`src/rtl/pipe_stall_ctrl_if.sv`:
```
// pipe_stall_ctrl_if: pipeline stall/flush handshake bundle between the pipeline and its sequencer
// master: the pipeline side (drives requests, receives hold/flush controls)
// slave : the sequencer side (pipe_stall_ctrl)
interface pipe_stall_ctrl_if #(parameter int ADDR_W = 32);
   logic              stallreq_id;
   logic              stallreq_ex;
   logic              ex_div_start;
   logic              flush_req;
   logic [ADDR_W-1:0] exc_pc;
   logic [5:0]        stall;
   logic              flush;
   logic [ADDR_W-1:0] new_pc;
   logic              div_busy;
   logic              div_done;
   logic [31:0]       stall_cycles;
   modport master (
      output stallreq_id, stallreq_ex, ex_div_start, flush_req, exc_pc,
      input  stall, flush, new_pc, div_busy, div_done, stall_cycles
   );
   modport slave (
      input  stallreq_id, stallreq_ex, ex_div_start, flush_req, exc_pc,
      output stall, flush, new_pc, div_busy, div_done, stall_cycles
   );
endinterface

```
`src/rtl/pipe_stall_ctrl.sv`:
```
// pipe_stall_ctrl: 5-stage pipeline sequencer (stall vector, one-cycle flush, divider stall window)
// Ports: clk, rst (sync, active-high), bus (pipe_stall_ctrl_if.slave)
//   in : stallreq_id, stallreq_ex, ex_div_start, flush_req, exc_pc
//   out: stall[5:0] (thermometer hold, [0]=PC), flush, new_pc, div_busy, div_done, stall_cycles
// Optional macro PIPE_CTRL_PERF_EN: enables the saturating stall_cycles counter (else tied to 0).
module pipe_stall_ctrl #(
   parameter int DIV_CYCLES = 32,
   parameter int ADDR_W     = 32
) (
   input logic               clk,
   input logic               rst,
   pipe_stall_ctrl_if.slave  bus
);
   typedef enum logic [1:0] {RUN, DIV, FLUSH} state_t;
   localparam logic [7:0] DIV_LAST = 8'(DIV_CYCLES - 1);
   if (DIV_CYCLES < 2 || DIV_CYCLES > 255) begin : g_bad_div
      $error("pipe_stall_ctrl: DIV_CYCLES must be 2..255");
   end
   state_t            state_q, state_d;
   logic [7:0]        div_cnt_q, div_cnt_d;
   logic [ADDR_W-1:0] new_pc_q, new_pc_d;
   logic [5:0]        stall;
   always_ff @(posedge clk) begin
      if (rst) begin
         state_q   <= RUN;
         div_cnt_q <= '0;
         new_pc_q  <= '0;
      end else begin
         state_q   <= state_d;
         div_cnt_q <= div_cnt_d;
         new_pc_q  <= new_pc_d;
      end
   end
   // flush_req wins from every state; it also cancels an in-flight divide
   always_comb begin
      state_d   = state_q;
      div_cnt_d = div_cnt_q;
      new_pc_d  = new_pc_q;
      if (bus.flush_req) begin
         state_d   = FLUSH;
         new_pc_d  = bus.exc_pc;
         div_cnt_d = '0;
      end else begin
         unique case (state_q)
            RUN: if (bus.ex_div_start) begin
               state_d   = DIV;
               div_cnt_d = DIV_LAST;
            end
            DIV: if (div_cnt_q == '0) state_d = RUN;
                 else div_cnt_d = div_cnt_q - 8'd1;
            default: state_d = RUN;
         endcase
      end
   end
   // EX stays held through the last divider cycle; the window ends on the following cycle
   always_comb begin
      stall = (state_q == FLUSH || bus.flush_req) ? 6'b000000 :
              (state_q == DIV || bus.ex_div_start || bus.stallreq_ex) ? 6'b001111 :
              bus.stallreq_id ? 6'b000111 : 6'b000000;
      bus.stall    = stall;
      bus.flush    = state_q == FLUSH;
      bus.new_pc   = new_pc_q;
      bus.div_busy = state_q == DIV;
      bus.div_done = state_q == DIV && div_cnt_q == '0 && !bus.flush_req;
   end
`ifdef PIPE_CTRL_PERF_EN
   logic [31:0] stall_cycles_q;
   always_ff @(posedge clk) begin
      if (rst) stall_cycles_q <= '0;
      else if (stall != '0 && stall_cycles_q != '1) stall_cycles_q <= stall_cycles_q + 32'd1;
   end
   assign bus.stall_cycles = stall_cycles_q;
`else
   assign bus.stall_cycles = '0;
`endif
endmodule

```
`src/flat_wrapper.sv`:
```
// flat-port wrapper written by rule: the top's interface ports become plain ports
module pipe_stall_ctrl_flat 
#(
   parameter int DIV_CYCLES = 32,
   parameter int ADDR_W     = 32
)
  (clk, rst, bus_stallreq_id, bus_stallreq_ex, bus_ex_div_start, bus_flush_req, bus_exc_pc, bus_stall, bus_flush, bus_new_pc, bus_div_busy, bus_div_done, bus_stall_cycles);
  pipe_stall_ctrl_if #(.ADDR_W(ADDR_W)) bus_i ();
  input logic clk;
  input logic rst;
  input wire logic [$bits(bus_i.stallreq_id)-1:0] bus_stallreq_id;
  input wire logic [$bits(bus_i.stallreq_ex)-1:0] bus_stallreq_ex;
  input wire logic [$bits(bus_i.ex_div_start)-1:0] bus_ex_div_start;
  input wire logic [$bits(bus_i.flush_req)-1:0] bus_flush_req;
  input wire logic [$bits(bus_i.exc_pc)-1:0] bus_exc_pc;
  output wire logic [$bits(bus_i.stall)-1:0] bus_stall;
  output wire logic [$bits(bus_i.flush)-1:0] bus_flush;
  output wire logic [$bits(bus_i.new_pc)-1:0] bus_new_pc;
  output wire logic [$bits(bus_i.div_busy)-1:0] bus_div_busy;
  output wire logic [$bits(bus_i.div_done)-1:0] bus_div_done;
  output wire logic [$bits(bus_i.stall_cycles)-1:0] bus_stall_cycles;
  assign bus_i.stallreq_id = bus_stallreq_id;
  assign bus_i.stallreq_ex = bus_stallreq_ex;
  assign bus_i.ex_div_start = bus_ex_div_start;
  assign bus_i.flush_req = bus_flush_req;
  assign bus_i.exc_pc = bus_exc_pc;
  assign bus_stall = bus_i.stall;
  assign bus_flush = bus_i.flush;
  assign bus_new_pc = bus_i.new_pc;
  assign bus_div_busy = bus_i.div_busy;
  assign bus_div_done = bus_i.div_done;
  assign bus_stall_cycles = bus_i.stall_cycles;
  pipe_stall_ctrl #(.DIV_CYCLES(DIV_CYCLES), .ADDR_W(ADDR_W)) u_core (.clk(clk), .rst(rst), .bus(bus_i));
endmodule
```
`config.mk`:
```
export PLATFORM = sky130hd
export DESIGN_NAME = pipe_stall_ctrl_flat
export DESIGN_NICKNAME = d
export VERILOG_FILES = /design/src/rtl/pipe_stall_ctrl_if.sv /design/src/rtl/pipe_stall_ctrl.sv /design/src/flat_wrapper.sv
export SDC_FILE = /design/constraint.sdc
export NUM_CORES = 1
export LEC_CHECK = 0
export CELL_PAD_IN_SITES_DETAIL_PLACEMENT = 1
export CELL_PAD_IN_SITES_GLOBAL_PLACEMENT = 2
export CORE_ASPECT_RATIO = 0.75
export CORE_MARGIN = 2
export CORE_UTILIZATION = 22
export CTS_CLUSTER_SIZE = 30
export DETAILED_ROUTE_END_ITERATION = 8
export PLACE_DENSITY_LB_ADDON = 0.1
export SLEW_MARGIN = 20
export SYNTH_ARGS = -nofsm -noshare
export SYNTH_HDL_FRONTEND = slang
export SYNTH_SLANG_ARGS = --single-unit
```
`constraint.sdc`:
```
create_clock -name clk -period 5.24 [get_ports clk]
set_clock_uncertainty 0.15 [all_clocks]
set_input_delay 1.572 -clock clk [delete_from_list [all_inputs] [get_ports clk]]
set_output_delay 1.572 -clock clk [all_outputs]
set_load 0.005 [all_outputs]
```
==> run_results.csv <==
group,metric,value,unit
timing,rsz0062_at_grt,"false",
setup_path,crit_required,3.52,ns
floorplan,die_h,85.4,um
power,p_per_area,285,nW/um^2
logic_synthesis,seq_area_frac_synth,0.433,
placed_design,place.gp.congestion,0.704,
placed_design,dpl.hpwl,3.50,mm
clock_network,cts-buffers-inserted,5,
timing,timing.hold.ws,0.344,ns
worst_hold_path,hold_path_class,"register to register",
logic_synthesis,ys.flop_type,"dfxtp_1",
logic_synthesis,ys_ff_latch,42,
power,leakagePower,1.21,nW
global_route,grt_pass1_wl,7.37,mm
cells_and_area,fin_area,2820,sq um
clock_network,cts-hold-fix-buffers,0,
global_route,antenna_found_initial,0,
logic_synthesis,ys_async_sr_fraction,0,
timing,fmax,207,MHz
cells_and_area,ff_latch_area,841,sq um
timing,final-setup-viol-count,0,
logic_synthesis,yosysMostFrequentCell,"dfxtp_1",
flow_run,max-cap-violations,0,
worst_hold_path,min_from,"u_core.bus.new_pc[7]",
setup_path,endpoint_kind,"output port",
floorplan,start_util,0.228,
timing,hold_viol,0,
floorplan,die-area,9610,sq um
logic_synthesis,synth.distinct_cells,36,
clock_network,cts.sinks,42,
global_route,met1_usage,0.125,
setup_path,r2r_setup_slack,3.38,ns
floorplan,ios,111,
power,ir_drop,129,uV
clock_network,cts_setup_buffers,0,
cells_and_area,nFillCells,988,
setup_path,regToRegStartpoint,"u_core.div_cnt_q[0]",
clock_network,clk_root_buffer_cell,"clkbuf_16",
clock_network,cts.path.max_buffers,2,
timing,max_slew_margin,0.620,
timing,slew_violations,0,
logic_synthesis,yosysTopAreaCell,"dfxtp_1",
cells_and_area,multi_input_area,900,sq um
global_route,use_met2,0.144,
cells_and_area,stdcell_count,391,
global_route,grt_use_total,0.0986,
global_route,grt_max_degree,35,
route,num_vias,1541,
route,wl_per_cell,12.5,um
setup_path,critical_path_class,"input port to output port",
floorplan,die_w,113,um
timing,tightest_slew,0.569,ns
setup_path,cp.arrival,3.10,ns
placed_design,placed_cells,383,
logic_synthesis,yosysTopAreaCellShare,0.433,
route,wl,4.90,mm
cells_and_area,drive_gt1_frac,0.0601,
cells_and_area,fin_nets,322,
logic_synthesis,synth.cell_area,1940,sq um
cells_and_area,diodes,0,
logic_synthesis,yosys_warnings,0,
global_route,grt_remaining_overflow,0,
timing,setup_tns,0,ns
logic_synthesis,synth_area_leaders,"dfxtp_1 (43%), mux2i_1 (16%), buf_4 (14%)",
status,status,"complete, no violations",
logic_synthesis,synth_commonest_cells,"dfxtp_1 (42), nor2_1 (40), buf_4 (36), mux2i_1 (32), a21oi_1 (7)",
route,vias_per_cell,3.94,
global_route,grt_use_met3,0.0536,
clock_network,cts-resized-gates,0,
clock_network,cts_tree,"built",
cells_and_area,area_delta_synth_final,45.1,%
floorplan,core,8530,sq um
placed_design,numPortBuffers,76,
timing,period_share,0.921,
timing,min_period,4.83,ns
logic_synthesis,synth_edf_count,0,
route,first_pass_iters,4,
floorplan,row_count,29,
clock_network,insertion_delay,0.28,ns
global_route,grt_pass1_vias,1476,
route,drcViolationCount,0,
clock_network,htreeDepth,2,
route,first_iter_violations,33,
logic_synthesis,postSynthCellCount,208,
global_route,grt-busiest-layer,"met2",
setup_path,crit_start,"bus_ex_div_start",
setup_path,start_kind,"input port",
route,drtAntennaViolNets,0,
logic_synthesis,avgSynthCellArea,9.34,sq um
placed_design,placed_cell_area,2670,sq um
setup_path,cp_max_fo,3,
clock_network,cts.reportedPaths.clkPinSlew,0.06,ns
-- metal layers --
metal / wire length [um] / vias up / share of wire
met5: 0 / - / 0
met4: 46 / 0 / 0.0094
met3: 535 / 5 / 0.11
met2: 2050 / 57 / 0.42
met1: 2270 / 714 / 0.46
li1: - / 765 / -
-- placed cells by master (no fill, tap or decap), types with 2 or more instances in the layout --
cell             instances
mux2i_1                 32
xnor2_1                  3
or2_2                    2
clkdlybuf4s50_1         75
conb_1                  34
inv_1                    5
or4_1                    2
a211oi_1                 2
buf_4                    3
nand2_1                  4
clkbuf_16                5
nand2b_1                 2
ha_1                     2
nor2_1                  40
a21oi_1                  7
dfxtp_1                 42
-- sequential cells by signal, summed over array words and instances, names as in the netlist --
signal,flops
u_core.div_cnt_q,8
u_core.bus.new_pc,32
u_core.state_q,2
-- cell families after synthesis --
kind of cell             Yosys count  synth area share
AO/OA/AOI/OAI                     16            0.0522
multiplexers                      33             0.171
adder cells (fa/ha/maj)            2            0.0129
other                              1           0.00193
XOR/XNOR                           4            0.0180
AND/OR/NAND/NOR                   60             0.144
flip-flops                        42             0.433
buffers and inverters             50             0.168
-- critical path: stages --
cell and delay [ns]:
clkdlybuf4s50_1 0.51, nor2_1 0.07, nor2_1 0.09, a21oi_1 0.06, o22ai_1 0.25, clkdlybuf4s50_1 0.55
-- report_power, final --
group	internal [mW]	leakage, nW	switching [mW]
Combinational	0.0827	0.793	0.0560
Clock	0.189	0.0739	0.127
Sequential	0.338	0.346	0.0116
Total	0.610	1.21	0.195
-- stage by stage --
stage / util / setup WS [ns] / total power, mW
2_1_floorplan: - / 0.958 / 0.438
3_3_place_gp: 0.313 / 0.462 / 0.496
3_5_place_dp: 0.313 / 0.404 / 0.496
4_1_cts: 0.331 / 0.400 / 0.817
5_1_grt: 0.331 / 0.321 / 0.845
6_report: 0.331 / 0.413 / 0.805
-- cell type report --
class,count,share of cell area
clock buffers,7,0.0506
well taps,108,0.0479
multi-input cells,149,0.319
clock inverters,1,0.00177
inverters,5,0.00665
flip-flops and latches,42,0.298
repair buffers,79,0.276
-- final timing paths --
check,depth (start not counted),to
worst max-delay path,6,bus_stall[0]
worst min-delay path,2,u_core.bus.new_pc[7]
worst max register to register,6,u_core.div_cnt_q[4]
worst min register to register,2,u_core.bus.new_pc[7]
No activity file was read; power rests on OpenSTA's default activity.
